<file path="config.mk">
export PLATFORM = sky130hd
export DESIGN_NAME = fft_twiddle_sequencer
export DESIGN_NICKNAME = d
export VERILOG_FILES = /design/src/rtl/fft_twiddle_sequencer.sv
export SDC_FILE = /design/constraint.sdc
export NUM_CORES = 1
export LEC_CHECK = 0
export ABC_AREA = 1
export CAP_MARGIN = 40
export CORE_UTILIZATION = 49
export DETAILED_ROUTE_END_ITERATION = 7
export PLACE_DENSITY_LB_ADDON = 0.08
export SYNTH_ARGS = -nofsm -noshare
export SYNTH_HDL_FRONTEND = slang
export SYNTH_HIERARCHICAL = 1
export SYNTH_SLANG_ARGS = --single-unit
</file>
<file path="constraint.sdc">
create_clock -name clk -period 5.83 [get_ports clk]
set_clock_uncertainty 0.2 [all_clocks]
set_input_delay 1.166 -clock clk [delete_from_list [all_inputs] [get_ports clk]]
set_output_delay 1.166 -clock clk [all_outputs]
set_load 0.05 [all_outputs]
</file>
<file path="src/rtl/fft_twiddle_sequencer.sv">
// Generic FIFO: registered storage, head presented combinationally from memory.
// Latency: a word written on edge N is visible at rd_dat after edge N.
// Backpressure: holds the head while rd_rdy is low; a push into a full FIFO is accepted only with a same-cycle pop.
module sync_fifo #(
  parameter int W     = 8,
  parameter int DEPTH = 2,
  parameter int AW    = (DEPTH > 1) ? $clog2(DEPTH) : 1,
  parameter int CW    = $clog2(DEPTH + 1)
) (
  input  logic          clk,
  input  logic          rst,
  input  logic          wr_vld,
  input  logic [W-1:0]  wr_dat,
  output logic          rd_vld,
  input  logic          rd_rdy,
  output logic [W-1:0]  rd_dat,
  output logic [CW-1:0] cnt
);

  logic [W-1:0]  mem [DEPTH];
  logic [AW-1:0] wr_ptr, rd_ptr;
  logic [CW-1:0] cnt_q;
  logic          push, pop;

  assign rd_vld = (cnt_q != '0);
  assign pop    = rd_vld && rd_rdy;
  assign push   = wr_vld && ((cnt_q != CW'(DEPTH)) || pop);
  assign rd_dat = mem[rd_ptr];
  assign cnt    = cnt_q;

  // Storage, pointers and occupancy; the memory is cleared so an empty FIFO presents zeros.
  always_ff @(posedge clk or posedge rst) begin
    if (rst) begin
      for (int i = 0; i < DEPTH; i++) mem[i] <= '0;
      wr_ptr <= '0;
      rd_ptr <= '0;
      cnt_q  <= '0;
    end else begin
      if (push) begin
        mem[wr_ptr] <= wr_dat;
        wr_ptr      <= (wr_ptr == AW'(DEPTH - 1)) ? '0 : wr_ptr + 1'b1;
      end
      if (pop) rd_ptr <= (rd_ptr == AW'(DEPTH - 1)) ? '0 : rd_ptr + 1'b1;
      case ({push, pop})
        2'b10:   cnt_q <= cnt_q + 1'b1;
        2'b01:   cnt_q <= cnt_q - 1'b1;
        default: cnt_q <= cnt_q;
      endcase
    end
  end

endmodule

// FFT twiddle sequencer: walks stage/butterfly, reads the twiddle ROMs, streams pairs out.
// Latency: first tw_valid two edges after the start edge, then one pair per cycle.
// Backpressure: at most two reads outstanding (FIFO + in flight); tw_ready low freezes issue and output.
module fft_twiddle_sequencer #(
  parameter int LOG2N  = 6,
  parameter int DATA_W = 16,
  parameter int ADDR_W = LOG2N - 1
) (
  input  logic              clk,
  input  logic              rst,
  input  logic              start,
  output logic              busy,
  output logic              done,
  output logic [ADDR_W-1:0] rom_addr,
  input  logic [DATA_W-1:0] rom_re_data,
  input  logic [DATA_W-1:0] rom_im_data,
  output logic              tw_valid,
  input  logic              tw_ready,
  output logic [DATA_W-1:0] tw_re,
  output logic [DATA_W-1:0] tw_im,
  output logic [2:0]        tw_stage,
  output logic              tw_last
);

  localparam int          BW   = LOG2N - 1;
  localparam logic [BW-1:0] BMAX = '1;
  localparam logic [2:0]  SMAX = 3'(LOG2N - 1);

  typedef enum logic [1:0] {IDLE, RUN, DRAIN, DONE} state_t;

  typedef struct packed {
    logic [DATA_W-1:0] re;
    logic [DATA_W-1:0] im;
    logic [2:0]        stage;
    logic              last;
  } tw_t;

  localparam int TW_W = $bits(tw_t);

  state_t            state_q, state_d;
  logic [2:0]        s_q;
  logic [BW-1:0]     b_q;
  logic [ADDR_W-1:0] addr_q, issue_addr;
  logic [2:0]        shamt;
  logic [BW-1:0]     bmask, shifted;
  logic [2:0]        occ;
  logic              issue, last_issue, pop;
  logic              inf_vld, inf_last;
  logic [2:0]        inf_stage;
  logic [1:0]        fifo_cnt;
  tw_t               wr_word, head;

  assign pop = tw_valid && tw_ready;

  // Twiddle address: keep the low s bits of b and scale them up to the ROM's full index range.
  always_comb begin
    shamt      = SMAX - s_q;
    bmask      = BMAX >> shamt;
    shifted    = (b_q & bmask) << shamt;
    issue_addr = ADDR_W'(shifted);
  end

  // The ROM registers rom_addr itself, so the issued address is driven straight through
  // on the issue cycle and the held copy is shown otherwise.
  assign rom_addr = issue ? issue_addr : addr_q;

  // State register.
  always_ff @(posedge clk or posedge rst) begin
    if (rst) state_q <= IDLE;
    else     state_q <= state_d;
  end

  // Next state, issue decision and status outputs; a pop this cycle frees a slot for the next read.
  always_comb begin
    state_d    = state_q;
    busy       = (state_q != IDLE);
    done       = (state_q == DONE);
    occ        = {1'b0, fifo_cnt} + {2'b00, inf_vld};
    issue      = (state_q == RUN) && (occ < (3'd2 + {2'b00, pop}));
    last_issue = issue && (s_q == SMAX) && (b_q == BMAX);
    case (state_q)
      IDLE:    if (start) state_d = RUN;
      RUN:     if (last_issue) state_d = DRAIN;
      DRAIN:   if (!inf_vld && ((fifo_cnt == 2'd0) || ((fifo_cnt == 2'd1) && pop))) state_d = DONE;
      DONE:    state_d = IDLE;
      default: state_d = IDLE;
    endcase
  end

  // Stage/butterfly counters and held address; counters wrap to zero after the final read.
  always_ff @(posedge clk or posedge rst) begin
    if (rst) begin
      s_q    <= '0;
      b_q    <= '0;
      addr_q <= '0;
    end else if (issue) begin
      addr_q <= issue_addr;
      if (b_q == BMAX) begin
        b_q <= '0;
        s_q <= (s_q == SMAX) ? 3'd0 : s_q + 3'd1;
      end else begin
        b_q <= b_q + 1'b1;
      end
    end
  end

  // In-flight tag for the read whose data the ROM presents next cycle.
  always_ff @(posedge clk or posedge rst) begin
    if (rst) begin
      inf_vld   <= 1'b0;
      inf_stage <= '0;
      inf_last  <= 1'b0;
    end else begin
      inf_vld   <= issue;
      inf_stage <= s_q;
      inf_last  <= last_issue;
    end
  end

  assign wr_word.re    = rom_re_data;
  assign wr_word.im    = rom_im_data;
  assign wr_word.stage = inf_stage;
  assign wr_word.last  = inf_last;

  sync_fifo #(.W(TW_W), .DEPTH(2)) u_fifo (
    .clk    (clk),
    .rst    (rst),
    .wr_vld (inf_vld),
    .wr_dat (wr_word),
    .rd_vld (tw_valid),
    .rd_rdy (tw_ready),
    .rd_dat (head),
    .cnt    (fifo_cnt)
  );

  assign tw_re    = head.re;
  assign tw_im    = head.im;
  assign tw_stage = head.stage;
  assign tw_last  = head.last;

endmodule

</file>
======== After elaboration in Yosys (flattened, before gate mapping) ========
Index checks and enable logic that the tools add are counted.
cells by class
  add/sub/neg operators ................... 9
  magnitude comparators ................... 4
  equality and inequality tests ........... 12
  shift operators ......................... 2
  multiplexer cells ....................... 16
  bitwise gates (word level) .............. 3
  reduce and logical (&&, ||, !) cells .... 18
operators by type and width
  operator             count
  $mux 36              4
  $bwmux 72            1
  $demux 36 s1         1
  $mux 5               2
  $logic_and 1x1->1    8
  $ne 2x2->1 const B   4
  $pmux 2 s4           1
  $eq 2x1->1 const B   3
  $eq 2x2->1 const B   3
  $mux 2               3
  $reduce_bool 2->1    3
  $add 5x1->5 const B  1
  $and 5x5->5          1
  $eq 5x5->1 const B   1
  $shl 5x3->5          1
  $shr 5x3->5 const A  1
  $ge 2x2->1 const B   2
  $logic_not 2->1      2
  $not 1->2            2
  $pmux 2 s2           1
  $add 2x1->3          1
  $add 2x1->3 const A  1
  $add 3x1->3 const B  1
  $eq 3x3->1 const B   1
  12 further kinds     15
storage, ports and cells
  bits in registers ....................... 96
  input port bits ......................... 36
  output and inout bits ................... 44
  logic and storage cells ................. 76

======== Depth between registers and ports, before layout ========
  depth in word-level cells ............... 9
  mapped depth ............................ 9
  mapped depth without buffers ............ 9

======== Modules after synthesis ========
The synthesis kept the hierarchy.
modules (own cells, without submodules)
  module                 times used  cells an instance  area an instance (µm²)  seq. area each (µm²)
  sync_fifo              1           461                3871.2                  1901.8
  fft_twiddle_sequencer  1           133                1131.1                  500.5

======== Worst setup path before layout ========
Ideal clock, no wire load.
  path kind ............................... input to output
  start point ............................. input port tw_ready
  end point ............................... output port rom_addr[0]
  arrival time ............................ 2.421 ns
  data required time ...................... 4.464 ns
  path slack .............................. 2.043 ns
  cell stages on the path ................. 7
  buffers on the path ..................... 1
  path through ............................ nand3_1 > nand2_2 > nand2_2 > buf_6 > nor2_4 > nand2_2 > o21ai_1
on the way
  cells in the longest elaborated chain, start to end .. 5
RTL lines
  item               line  source
  start, declared    71    input logic tw_ready,
  $logic_and 1x1->1  106   assign pop = tw_valid && tw_ready;
  $add 2x1->3        132   issue = (state_q == RUN) && (occ < (3'd2 + {2'b00, pop}));
  $lt 3x3->1         132
  $logic_and 1x1->1  132
  $mux 5             n/a
  end, declared      67    output logic [ADDR_W-1:0] rom_addr,
Every way passes these cells.

======== Worst setup path after layout ========
  start point ............................. input port tw_ready
  end point ............................... output port rom_addr[1]
The elaborated chain is that of the path after synthesis.

==> run metrics <==
outcome finished, final reports clean; top cell types by occurrence after synthesis nand2_1, dfrtp_1, nand4_1; Critical Path Fanout Max 11; vias in the first global route 4052; DRT antenna net count 0; Setup Fix Bufs, Post-CTS 0; largest family of logic cells by synthesized area simple AND/OR/NAND/NOR gates; Pint 1.718 mW; cts bufs inserted 9; hold slack 0.2686 ns; RSZ-0062 raised after global routing false; total length of routed met2 wires 5621 um; Max Fclk 214.0 MHz; Post-synth top flop dfrtp_1; worst-margin pin slew 0.7939 ns; first-pass GRT wire length 19220 um; Synth Area in Compound Gates 0.01801; Final WS setup 1.158 ns; Post-CTS Hold Buffers 0; Core ar. 9819 um2; CTS resizes 0; area fraction of the dominant cell type after synthesis 0.4802; area share of xor/xnor cells in the synthesized design 0.007004; Min-Delay Path Class register to register; syn_nets 644; startpoint types input pin; Crit Path Class input pin to output port; top routing layer used met4; global route overflow 0; Clk Latency, worst-skew pair 0.37 ns; simple-gate area share of the yosys netlist 0.3554; Yosys reg bits 96; Netlist Area Pre-Place 5002 um2; Setup Viol. Count Final 0; Nets 702; I/O Buffers 79; shortest period the worst path allows 4.672 ns; final wirelength 11500 um; Final Max Slew Viols 0; Worst-path clk slew 0.09 ns; DIE AREA 10620 um2; First DRT Iteration DRCs 261; mux share of post-synthesis cell area 0; clk buf depth 2; die span in x 103.0 um; row count 36; most common cell in the netlist nand2_1; maximum vdd drop 0.2510 mV; Final GP Congestion 0.7791; top-level I/O count 80; # diodes 0; max-cap violations 0; async set-or-reset flop fraction in the synthesized netlist 1.000; die span in y 103.0 um; yosys warns 6; Starting Density 0.5094; metal3 WL 659 um; sw frac 0.5065; Psw 1.763 mW; via count 4186; detailed-route DRC error count 0; Critical Path AT 3.31 ns; initial antenna violation count 0; post-detail-place hpwl 6789 um; syn avg cell area 8.421 um2; Sum Neg Setup Slack 0 ns; sequential-to-total area share from yosys stat 0.4802; # H-tree levels 3; Worst EP required 4.46 ns; Cells after Synth 594; largest cells by area after synthesis dfrtp_1, nand2_1, nand4_1, buf_6, ha_1; sequential share of power 0.311; 1st-pass router iterations 5; All-Layer GR Usage 0.2363; via/cell ratio 5.299; CTS tree done; pin count of the biggest net entering global routing 77; CTS Sinks 96; Met1 Wirelength 5063 um; area leader, netlist dfrtp_1; Post-synth EDFFs 0; slew margin rel. 0.4708; fin crit share 0.8014; pre-CTS setup slack 1.137 ns; Crit. End Element output port; LEAKAGE 2.992 nW; synthesis-to-layout area growth 15.78%; share of cells above drive strength 1 0.05632; proportion of power drawn by combinational gates 0.563; endpoints failing hold 0; PwrDens 601.0 nW/um2; clk root buf clkbuf_8; Avg WL per Cell 14.55 um; adder-cell share of the synthesized area 0.03502; Clk pwr share 0.126; Yosys cell types 29
[path summary, 6_finish.rpt]
path / startpoint / endpoint / slack [ns] / depth (start not counted)
worst max-delay path: tw_ready / rom_addr[1] / 1.16 / 8
worst min-delay path: s_q[2] / inf_stage[2] / 0.27 / 0
worst max register to register: inf_vld / u_fifo/mem[49] / 3.61 / 4
worst min register to register: s_q[2] / inf_stage[2] / 0.27 / 0
max in group asynchronous: rst / u_fifo/mem[37] / 3.49 / 3
min in group asynchronous: rst / u_fifo/cnt[1] / 0.90 / 2
[worst max-delay path: stages]
cell and delay [ns]:
clkdlybuf4s50_1 0.54, nand3_1 0.12, nand2_2 0.09, nand2_2 0.15, nor2_4 0.16, nand2_2 0.07, o21ai_1 0.17, clkdlybuf4s50_1 0.83
[stage by stage]
step                utilization  power [mW]  std cells  instance area (um2)
CTS                      0.5898       3.514        790                 5792
global route             0.5898       3.730        790                 5792
finish                   0.5898       3.481        790                 5792
floorplan                     -       2.592        594                 5002
global placement         0.5673       3.020        773                 5570
detailed placement       0.5701       3.070        774                 5598
[logic make-up (layout without fill, tap and decap cells)]
group                    count (synthesis)  count (layout)
AND/OR/NAND/NOR                        401             401
flip-flops                              96              96
buffers and inverters                   63             126
AO/OA/AOI/OAI                           16              16
adder cells (fa/ha/maj)                 14              14
XOR/XNOR                                 4               4
[layer usage]
metal | up-vias | track usage
met4 | 0 | 0.09209
met1 | 2006 | 0.2994
li1 | 2051 | -
met5 | - | 0
met2 | 115 | 0.4097
met3 | 14 | 0.03322
[cell usage in the layout (no fill, tap or decap), types with 2 or more instances in the layout]
cell,Yosys,final
nand3_1,13,13
nor3_1,2,2
nand3_4,3,3
dfrtp_1,96,95
clkbuf_8,0,9
nor2_4,2,2
nand2_1,295,295
nand2_2,3,3
ha_1,14,14
or2_2,2,2
a21oi_1,2,2
inv_2,3,3
o21ai_1,4,4
o21ai_0,6,6
inv_1,21,20
buf_4,3,4
clkdlybuf4s50_1,0,79
nand4_1,74,74
xor2_1,2,2
xnor2_1,2,2
o31ai_1,2,2
clkinv_2,0,4
nor2_1,7,7
inv_6,0,2
[layout make-up]
class                   count  area, um2
fillers                   947       4028
flip-flops and latches     96       2404
multi-input cells         435       2078
repair buffers             84      848.3
well taps                 133      166.4
clock buffers               9      123.9
inverters                  26      101.3
clock inverters             7      70.07
[power by group through the flow]
| stage | sequential, mW | clock [mW] | combinational (mW) |
|---|---|---|---|
| floorplan | 1.06 | 0 | 1.53 |
| finish | 1.08 | 0.439 | 1.96 |
| detailed placement | 1.09 | 0 | 1.98 |
| CTS | 1.08 | 0.453 | 1.98 |
| global route | 1.11 | 0.472 | 2.15 |
| global placement | 1.08 | 0 | 1.94 |
[flip-flops by register name, summed over array words and instances (netlist names)]
name           count
addr_q             5
b_q                5
inf_last           1
inf_stage          3
inf_vld            1
s_q                3
state_q            2
u_fifo/cnt         2
u_fifo/mem        72
u_fifo/rd_ptr      1
u_fifo/wr_ptr      1
Power figures use the tool's default switching activity.
